`config.mk`:
```
export PLATFORM = sky130hd
export DESIGN_NAME = flash_byte_reader
export DESIGN_NICKNAME = d
export VERILOG_FILES = /design/src/rtl/flash_pkg.sv /design/src/rtl/flash_sclk_div.sv /design/src/rtl/flash_byte_reader.sv
export SDC_FILE = /design/constraint.sdc
export NUM_CORES = 1
export LEC_CHECK = 0
export CAP_MARGIN = 40
export CORE_UTILIZATION = 35
export DETAILED_ROUTE_END_ITERATION = 12
export PLACE_DENSITY = 0.57
export SLEW_MARGIN = 5
export SYNTH_ARGS = -nofsm -noshare
export SYNTH_HDL_FRONTEND = slang
export SYNTH_SLANG_ARGS = --single-unit
export TNS_END_PERCENT = 1
```
`constraint.sdc`:
```
create_clock -name clk -period 2.7 [get_ports clk]
set_input_delay 0.54 -clock clk [delete_from_list [all_inputs] [get_ports clk]]
set_output_delay 0.54 -clock clk [all_outputs]
set_load 0.01 [all_outputs]
```
`src/rtl/flash_pkg.sv`:
```
// Shared types and constants for the SPI NOR single-byte read path.
package flash_pkg;

  localparam int unsigned CMD_ADDR_BITS = 32;
  localparam int unsigned DATA_BITS     = 8;
  localparam int unsigned FLASH_ADDR_W  = 24;
  localparam int unsigned CPU_ADDR_W    = 11;

  localparam logic [7:0] FLASH_CMD_READ = 8'h03;

  typedef enum logic [2:0] {
    STARTUP,
    IDLE,
    SHIFT_OUT,
    SHIFT_IN,
    DONE,
    RELEASE
  } state_e;

  typedef struct packed {
    logic [7:0]              cmd;
    logic [FLASH_ADDR_W-1:0] addr;
  } read_frame_t;

  // Command/address frame; the 24-bit add wraps past the top of flash.
  function automatic read_frame_t read_frame(input logic [FLASH_ADDR_W-1:0] base,
                                             input logic [CPU_ADDR_W-1:0]   addr);
    read_frame_t f;
    f.cmd  = FLASH_CMD_READ;
    f.addr = base + FLASH_ADDR_W'(addr);
    return f;
  endfunction

endpackage

```
`src/rtl/flash_sclk_div.sv`:
```
// SCLK generator: toggles every HALF_PERIOD clk cycles while enabled, parked low otherwise.
module flash_sclk_div #(
  parameter int unsigned HALF_PERIOD = 1
) (
  input  logic clk,
  input  logic reset,
  input  logic enable,
  output logic sclk,
  output logic rise_strobe_c,
  output logic fall_strobe_c
);

  localparam int unsigned CNT_W = (HALF_PERIOD > 1) ? $clog2(HALF_PERIOD) : 1;

  logic [CNT_W-1:0] cnt;
  logic             term_c;

  assign term_c        = enable && (cnt == CNT_W'(HALF_PERIOD - 1));
  assign rise_strobe_c = term_c && !sclk;
  assign fall_strobe_c = term_c && sclk;

  always_ff @(posedge clk or negedge reset) begin
    if (!reset) begin
      cnt  <= '0;
      sclk <= 1'b0;
    end else if (!enable) begin
      cnt  <= '0;
      sclk <= 1'b0;
    end else if (term_c) begin
      cnt  <= '0;
      sclk <= ~sclk;
    end else begin
      cnt  <= cnt + CNT_W'(1);
    end
  end

endmodule

```
`src/rtl/flash_byte_reader.sv`:
```
// Serves single-byte CPU program reads from SPI NOR flash using the 0x03 READ command.
module flash_byte_reader
  import flash_pkg::*;
#(
  parameter logic [23:0] BASE_ADDR      = 24'h000000,
  parameter int unsigned HALF_PERIOD    = 1,
  parameter int unsigned STARTUP_CYCLES = 10800
) (
  input  logic        clk,
  input  logic        reset,
  input  logic [10:0] flashReadAddr,
  input  logic        enableFlash,
  output logic        flashDataReady,
  output logic [7:0]  flashByteRead,
  output logic        flashClk,
  output logic        flashCs,
  output logic        flashMosi,
  input  logic        flashMiso
);

  localparam int unsigned SU_W  = (STARTUP_CYCLES > 1) ? $clog2(STARTUP_CYCLES) : 1;
  localparam int unsigned BIT_W = $clog2(CMD_ADDR_BITS);

  state_e                   state, state_d;
  logic [SU_W-1:0]          su_cnt, su_cnt_d;
  logic [CMD_ADDR_BITS-1:0] shift_word, shift_d;
  logic [BIT_W-1:0]         bit_cnt, bit_cnt_d;
  logic [DATA_BITS-1:0]     data_sr, data_d;
  logic                     cs_d, mosi_d, rdy_d;
  logic [DATA_BITS-1:0]     byte_d;
  logic                     start_c, sclk_en_c, rise_c, fall_c;
  read_frame_t              frame_c;

  flash_sclk_div #(.HALF_PERIOD(HALF_PERIOD)) u_sclk_div (
    .clk           (clk),
    .reset         (reset),
    .enable        (sclk_en_c && !flashCs),
    .sclk          (flashClk),
    .rise_strobe_c (rise_c),
    .fall_strobe_c (fall_c)
  );

  assign frame_c = read_frame(BASE_ADDR, flashReadAddr);

  always_ff @(posedge clk or negedge reset) begin
    if (!reset) begin
      state          <= STARTUP;
      su_cnt         <= '0;
      shift_word     <= '0;
      bit_cnt        <= '0;
      data_sr        <= '0;
      flashCs        <= 1'b1;
      flashMosi      <= 1'b0;
      flashDataReady <= 1'b0;
      flashByteRead  <= '0;
    end else begin
      state          <= state_d;
      su_cnt         <= su_cnt_d;
      shift_word     <= shift_d;
      bit_cnt        <= bit_cnt_d;
      data_sr        <= data_d;
      flashCs        <= cs_d;
      flashMosi      <= mosi_d;
      flashDataReady <= rdy_d;
      flashByteRead  <= byte_d;
    end
  end

  always_comb begin
    state_d   = state;
    su_cnt_d  = su_cnt;
    shift_d   = shift_word;
    bit_cnt_d = bit_cnt;
    data_d    = data_sr;
    cs_d      = flashCs;
    mosi_d    = flashMosi;
    rdy_d     = flashDataReady;
    byte_d    = flashByteRead;
    start_c   = 1'b0;
    sclk_en_c = 1'b0;

    case (state)
      STARTUP: begin
        // A request already pending at terminal count starts directly, keeping ready low.
        if (su_cnt == SU_W'(STARTUP_CYCLES - 1)) begin
          if (enableFlash) begin
            start_c = 1'b1;
          end else begin
            state_d = IDLE;
            rdy_d   = 1'b1;
          end
        end else begin
          su_cnt_d = su_cnt + SU_W'(1);
        end
      end
      IDLE: begin
        if (enableFlash) start_c = 1'b1;
      end
      SHIFT_OUT: begin
        sclk_en_c = 1'b1;
        if (fall_c) begin
          if (bit_cnt == BIT_W'(CMD_ADDR_BITS - 1)) begin
            state_d   = SHIFT_IN;
            bit_cnt_d = '0;
            mosi_d    = 1'b0;
          end else begin
            shift_d   = shift_word << 1;
            mosi_d    = shift_word[CMD_ADDR_BITS-2];
            bit_cnt_d = bit_cnt + BIT_W'(1);
          end
        end
      end
      SHIFT_IN: begin
        sclk_en_c = 1'b1;
        if (rise_c) data_d = {data_sr[DATA_BITS-2:0], flashMiso};
        if (fall_c) begin
          if (bit_cnt == BIT_W'(DATA_BITS - 1)) state_d = DONE;
          else                                  bit_cnt_d = bit_cnt + BIT_W'(1);
        end
      end
      DONE: begin
        cs_d    = 1'b1;
        byte_d  = data_sr;
        rdy_d   = 1'b1;
        state_d = RELEASE;
      end
      RELEASE: begin
        if (!enableFlash) state_d = IDLE;
      end
      default: state_d = STARTUP;
    endcase

    // Request acceptance: frame the command, drop CS and present the first MOSI bit.
    if (start_c) begin
      shift_d   = frame_c;
      mosi_d    = frame_c.cmd[7];
      bit_cnt_d = '0;
      cs_d      = 1'b0;
      rdy_d     = 1'b0;
      state_d   = SHIFT_OUT;
    end
  end

endmodule

```
==> summary.md, run 1 <==
| Metric | Value |
|---|---|
| Status | `finished clean` |
| Clock latency on the worst-skew pair | `0.35 ns` |
| Initial antenna violation count | `0` |
| Number of synthesized register bits | `74` |
| Post-synth top area share | `roughly 54%` |
| Pre-CTS setup slack | `around 0.29 ns` |
| Fin util | `42.9%` |
| # diodes | `0` |
| Worst slew pin tran | `around 0.74 ns` |
| Fin. Hold Viols | `0` |
| Final estimated routing congestion in global placement | `0.762` |
| Hpwl dp | `3.86 mm` |
| DR iter-0 viols | `83` |
| WL final | `between 6 and 7 mm` |
| DRC | `0` |
| Max-cap violations | `0` |
| Crit path cell chain | `ha_1, and3_1, ha_1, nor4_4, buf_4, mux2_1, mux2_1` |
| Worst R2R Setup Slack | `0.31 ns` |
| Setup crit end kind | `flip-flop` |
| Crit path DAT | `2.62 ns` |
| Worst Path Required | `about 2.9 ns` |
| Hold Path Class | `primary input to async pin` |
| Seq/Total Area, Yosys | `55.0%` |
| Largest net degree at the start of global routing | `75` |
| Synth Area per Inst | `about 11 um2` |
| Critical path class | `flip-flop to flip-flop` |
| NumNets Final | `345` |
| Layout area overhead | `18.4%` |
| Num rows | `35` |
| Maximum VDD drop | `roughly 0.0003 V` |
| Post-CTS sizing | `0` |
| Floorplan core area | `around 9300 um2` |
| GR Overflow Total | `0` |
| First-pass GRT wire length | `11.0 mm` |
| RSZ-0062 raised after global routing | `false` |
| Multi-input gate area | `between 1000 and 1500 um2` |
| EDFF count, synth | `0` |
| R2R depth | `7` |
| Via/cell ratio | `between 4 and 5` |
| Cts hold-fix bufs | `0` |
| Critical path launch point type | `flip-flop` |
| Top FF cell, synth | `dfrtp_1` |
| Count of final setup violators | `0` |
| Slowest stage delay, CP | `around 0.4 ns` |
| Mapped Cells | `300` |
| Die height | `between 100 and 150 um` |
| Largest delay share family, worst path | `multiplexers` |
| Total power per unit cell area | `approximately 540 nW/um2` |
| Io pins | `27` |
| Final period util | `roughly nine tenths` |
| Total number of vias | `between 2000 and 2500` |
| Total CTS buffers | `9` |
| YS warnings | `0` |
| Drt wl/cell | `between 10 and 15 um` |
| Slowest-stage cell, CP | `dfrtp_1` |
| Count leader, synth | `dfrtp_1` |
| Final ANT Viol Nets | `0` |
| CP Max Fanout | `17` |
| Synth Cell Area | `between 3000 and 4000 um2` |
| R2r startpoint | `bit_cnt[0]$_DFFE_PN0P_` |
| Port Buffers | `26` |
| Vias in the first global route | `between 2000 and 2500` |
| Setup Fix Bufs, Post-CTS | `0` |
| Register area | `between 1500 and 2000 um2` |
| Final WS setup | `just over 0.3 ns` |
| DR pass1 iterations | `4` |
| Filler instances | `around 910` |
| Skew final | `between 0.007 and 0.008 ns` |
| Die ar. | `10000 um2` |
| Ys async rst share | `between 90% and 100%` |
| Max Fclk | `~420 MHz` |
| Die X | `about 100 um` |
| Synth cell types | `46` |
| Area contributors post-synth | `dfrtp_1, mux2_1, nand2_1` |
| Max-slew headroom | `about 50%` |
| Max Root-Sink Buffers | `2` |
| Final TNS setup | `0 ns` |
| Yosys top cell by area | `dfrtp_1` |
| CTS tree | `yes` |
| H-tree depth | `3` |
| Share of cells above drive strength 1 | `between 10% and 20%` |
| Tot GR Track Use | `14.0%` |
| Slew Limit Fails | `0` |
| Root Driver | `clkbuf_8` |
| R2r endpoint | `shift_word[10]$_DFFE_PN0P_` |
| Clock-pin slew on the worst setup and hold paths | `~0.08 ns` |
| Synth top cells by count | `dfrtp_1, nand2_1, mux2_1` |
| Syn_nets | `roughly 320` |
| WP buf/inv | `1` |
| Leak | `around 1.8 nW` |
| Starting Density | `between 30% and 40%` |
| Number of clock sinks | `74` |
| Fin crit period | `around 2.4 ns` |
-- area by class of cell --
class	instances	area share (%)
flip-flops and latches	74	46.5
well taps	129	4.05
repair buffers	32	8.16
clock buffers	10	3.45
multi-input cells	205	35.1
inverters	5	0.471
clock inverters	6	2.26
-- layout by cell type, fill, tap and decap left out, drive strengths merged, types with 3 or more instances in the layout --
cell and count:
a21oi 10, and3 3, buf 7, clkbuf 10, clkdlybuf4s50 25, clkinv 3, dfrtp 73, ha 3
inv 5, mux2 37, nand2 45, nand3 10, nand4 3, nor2 15, nor2b 4, nor3 4
nor4b 3, o21ai 26, or4 3, xnor2 9, xor2 6
-- worst max-delay path by stage --
stage | slack (ns) | depth (start not counted) | startpoint | end
detailed placement | 0.29 | 7 | bit_cnt[0]$_DFFE_PN0P_ | shift_word[10]$_DFFE_PN0P_
floorplan | 0.42 | 7 | bit_cnt[0]$_DFFE_PN0P_ | shift_word[10]$_DFFE_PN0P_
global placement | 0.37 | 7 | bit_cnt[0]$_DFFE_PN0P_ | shift_word[2]$_DFFE_PN0P_
finish | 0.31 | 7 | bit_cnt[0]$_DFFE_PN0P_ | shift_word[10]$_DFFE_PN0P_
CTS | 0.29 | 7 | bit_cnt[0]$_DFFE_PN0P_ | shift_word[9]$_DFFE_PN0P_
global route | 0.15 | 7 | bit_cnt[0]$_DFFE_PN0P_ | shift_word[3]$_DFFE_PN0P_
-- flip-flops by register name, summed over array words and instances, names as in the netlist --
signal / count
bit_cnt: 5
data_sr: 8
flashByteRead: 8
flashCs: 1
flashDataReady: 1
flashMosi: 1
shift_word: 31
state: 3
su_cnt: 14
u_sclk_div.cnt: 1
u_sclk_div.sclk: 1
-- layer usage --
metal | GRT usage, % | wire (um)
met2 | 21.7 | 2750
met1 | 18.3 | 3000
met5 | 0 | 0
met4 | 3.68 | 45
met3 | 5.43 | 296
-- kinds of logic (layout without fill, tap and decap cells) --
logic type	after synthesis	count (layout)	synth area share, %
AOI/OAI and AO/OA	44	44	7.28
buffers and inverters	21	53	3.42
other	1	1	0.111
muxes	38	38	12.7
DFF	74	74	55.0
xor gates and xnor gates	15	15	3.90
adders and majority gates	3	3	1.11
and+or+nand+nor	104	104	16.5
-- metrics by stage --
stage / instances / hold WS, ns / cell area (um2) / power [W]
after floorplan: 300 / 0.244 / 3370 / 0.00116
after global placement: 445 / 0.450 / 3760 / 0.00121
after detailed placement: 445 / 0.461 / 3760 / 0.00121
after CTS: 461 / 0.222 / 3990 / 0.00220
after global routing: 461 / 0.232 / 3990 / 0.00225
final: 461 / 0.209 / 3990 / 0.00216
-- where the power goes --
part	leakage, nW	switching, W	internal [W]
combinational	0.836	0.0000334	0.0000310
sequential	0.887	0.00000592	0.00111
clock	0.112	0.000427	0.000547
No activity file was read; power rests on OpenSTA's default activity.
==> run 2: changes to the inputs <==
--- a/config.mk
+++ b/config.mk
@@ -6,9 +6,9 @@
 export NUM_CORES = 1
 export LEC_CHECK = 0
 export CAP_MARGIN = 40
-export CORE_UTILIZATION = 35
+export CORE_UTILIZATION = 57
 export DETAILED_ROUTE_END_ITERATION = 12
-export PLACE_DENSITY = 0.57
+export PLACE_DENSITY = 0.82
 export SLEW_MARGIN = 5
 export SYNTH_ARGS = -nofsm -noshare
 export SYNTH_HDL_FRONTEND = slang
==> run 2 against run 1 <==
Sequential share of layout area increased by 0.82 points. Global-route usage is 7.2 points higher. Worst setup slack got worse by 0.026 ns. Critical endpoint unchanged.
==> summary.md, run 2 (synthesis gave the netlist of run 1 again) <==
| Metric | Value |
|---|---|
| Combinational group share of total power | `3.0% (about the same)` |
| First-pass GRT wire length | `10.1 mm (-8.6%)` |
| CTS tree | `yes` |
| Starting Density | `60.1% (+24 points)` |
| Die height | `78.9 um (-21%)` |
| Pwr Total | `0.00221 W (+2.4%)` |
| Hpwl dp | `3.92 mm (+1.5%)` |
| Clock-pin slew on the worst setup and hold paths | `0.08 ns (about the same)` |
| Fin. Hold Viols | `0 (unchanged)` |
| WL final | `5.86 mm (-3.9%)` |
| Final WS setup | `0.281 ns (-0.0263 ns)` |
| Initial antenna violation count | `0 (unchanged)` |
| Hold Path Class | `primary input to async pin` |
| Final TNS setup | `0 ns (unchanged)` |
| Cts hold-fix bufs | `0 (unchanged)` |
| Die X | `78.9 um (-21%)` |
| WHS | `0.184 ns (-0.0250 ns)` |
| Max-slew headroom | `50.7% (+0.79 points)` |
| Critical path launch point type | `flip-flop` |
| Total number of vias | `2231 (+1.3%)` |
| Tot GR Track Use | `21.2% (+7.2 points)` |
| Multi-input gate area | `1400 um2 (unchanged)` |
| Largest delay share family, worst path | `multiplexers` |
| Register area | `1850 um2 (unchanged)` |
| Die ar. | `6220 um2 (-38%)` |
| CP Max Fanout | `11 (-6)` |
| Largest regs | `shift_word x31, su_cnt x14` |
| Layout area overhead | `16.3%` |
| DR pass1 iterations | `5 (+1)` |
| Max Root-Sink Buffers | `2 (unchanged)` |
| Count of final setup violators | `0 (unchanged)` |
| DR iter-0 viols | `98 (+18%)` |
| Final estimated routing congestion in global placement | `0.809 (+6.2%)` |
| Max-cap violations | `0 (unchanged)` |
| Total CTS buffers | `9 (unchanged)` |
| Skew final | `0.0125 ns (+0.00510 ns)` |
| Largest net degree at the start of global routing | `34 (-55%)` |
| Switching share of power | `20.2% (-1.4 points)` |
| Fin cells | `404 (-12%)` |
| RSZ-0062 raised after global routing | `false` |
| Slew Limit Fails | `0 (unchanged)` |
| Setup Fix Bufs, Post-CTS | `0 (unchanged)` |
| Total power per unit cell area | `564 nW/um2 (+4.2%)` |
| Status | `finished clean` |
| Placed Cells incl. Taps | `388 (-13%)` |
| Leak | `1.84 nW (+0.12%)` |
| Post-CTS sizing | `0 (unchanged)` |
| Commonest non-fill, non-tap cells in the layout | `dfrtp_1, nand2_1, mux2_1, clkdlybuf4s50_1, o21ai_1` |
| R2r startpoint | `bit_cnt[0]$_DFFE_PN0P_` |
| Via/cell ratio | `5.52 (+16%)` |
| Switching pwr | `0.000448 W (-4.0%)` |
| Fin crit period | `2.42 ns (+0.0263 ns)` |
| Seq pwr share | `50.7% (-1.2 points)` |
| Internal power | `0.00176 W (+4.2%)` |
| Crit path DAT | `2.65 ns (+0.03 ns)` |
| WP buf/inv | `1 (unchanged)` |
| Slowest-stage cell, CP | `dfrtp_1` |
| Port Buffers | `26 (unchanged)` |
| Clock power frac | `46.3% (+1.2 points)` |
| Final period util | `89.6% (+0.97 points)` |
| Pre-CTS setup slack | `0.327 ns (+0.0343 ns)` |
| Floorplan core area | `5610 um2 (-40%)` |
| H-tree depth | `3 (unchanged)` |
| Number of clock sinks | `74 (unchanged)` |
| Critical path class | `flip-flop to flip-flop` |
| Max FFs per register | `31 (unchanged)` |
| Critical Path Source | `bit_cnt[0]$_DFFE_PN0P_` |
| Maximum VDD drop | `0.000368 V (+21%)` |
| Max Fclk | `413 MHz (-1.1%)` |
| Share of cells above drive strength 1 | `12.3% (-0.30 points)` |
| Drt wl/cell | `14.5 um (+9.7%)` |
| Final ANT Viol Nets | `0 (unchanged)` |
| # diodes | `0 (unchanged)` |
| Largest Register | `shift_word` |
| Io pins | `27 (unchanged)` |
| NumNets Final | `345 (unchanged)` |
| Num rows | `27 (-23%)` |
| Worst slew pin tran | `0.730 ns (-0.0116 ns)` |
| Vias in the first global route | `2201 (-4.5%)` |
| Commonest non-fill, non-tap cell in the layout | `dfrtp_1` |
| Setup crit end kind | `flip-flop` |
| Slowest stage delay, CP | `0.41 ns (about the same)` |
| Root Driver | `clkbuf_8` |
| Worst Path Required | `2.93 ns (about the same)` |
| Clock latency on the worst-skew pair | `0.35 ns (about the same)` |
| Crit path cell chain | `ha_1, and3_1, ha_1, nor4_4, buf_4, mux2_1, mux2_1` |
| Filler instances | `430 (-53%)` |
| DRC | `0 (unchanged)` |
| GR Overflow Total | `0 (unchanged)` |
-- run 2: cell count changes in the layout (fill, tap and decap cells not counted), sizes merged --
cell,before,now
clkinv,3,2
bufinv,2,3
-- run 2: layout make-up --
| class | instances | area share, % |
|---|---|---|
| sequential | 74 | 47.3 |
| timing repair buffer | 32 | 7.98 |
| inverter | 5 | 0.479 |
| clock inverter | 6 | 2.94 |
| clock buffer | 10 | 3.26 |
| tap | 72 | 2.30 |
| multi-input combinational | 205 | 35.7 |
-- run 2: power groups by stage --
stage | Combinational, W | Clock (W) | Sequential, W
2_1_floorplan | 0.0000142 | 0 | 0.00114
3_3_place_gp | 0.0000661 | 0 | 0.00114
3_5_place_dp | 0.0000676 | 0 | 0.00114
4_1_cts | 0.0000680 | 0.00105 | 0.00112
5_1_grt | 0.0000756 | 0.00109 | 0.00112
6_report | 0.0000653 | 0.00102 | 0.00112
-- run 2: path summary, 6_finish.rpt --
check                           depth (start not counted)  slack [ns]                           end
worst max-delay path                                    7        0.28    shift_word[10]$_DFFE_PN0P_
worst min-delay path                                    1        0.18          state[1]$_DFFE_PN0P_
worst max register to register                          7        0.28    shift_word[10]$_DFFE_PN0P_
worst min register to register                          1        0.46        su_cnt[13]$_DFFE_PN0P_
max in group asynchronous                               2        1.87  flashByteRead[0]$_DFFE_PN0P_
min in group clk                                        1        0.46        su_cnt[13]$_DFFE_PN0P_
-- run 2: worst reg2reg max path, cell delays in order (launching register included) --
cell and delay, ns:
dfrtp_1 0.41, ha_1 0.25, and3_1 0.19, ha_1 0.26
nor4_4 0.27, buf_4 0.24, mux2_1 0.36, mux2_1 0.32
-- run 2: stage by stage --
| stage | instance area [um2] | util (%) |
|---|---|---|
| after global placement | 3670 | 65.5 |
| after floorplan | 3370 | - |
| after CTS | 3920 | 69.9 |
| final | 3920 | 69.9 |
| after detailed placement | 3670 | 65.5 |
| after global routing | 3920 | 69.9 |
-- run 2: per-layer routing --
metal,vias up,GRT usage [%],wire length [um]
met4,0,9.82,106
met3,11,5.29,229
met5,-,0,0
li1,1092,-,-
met1,1088,27.2,2720
met2,40,34.0,2810
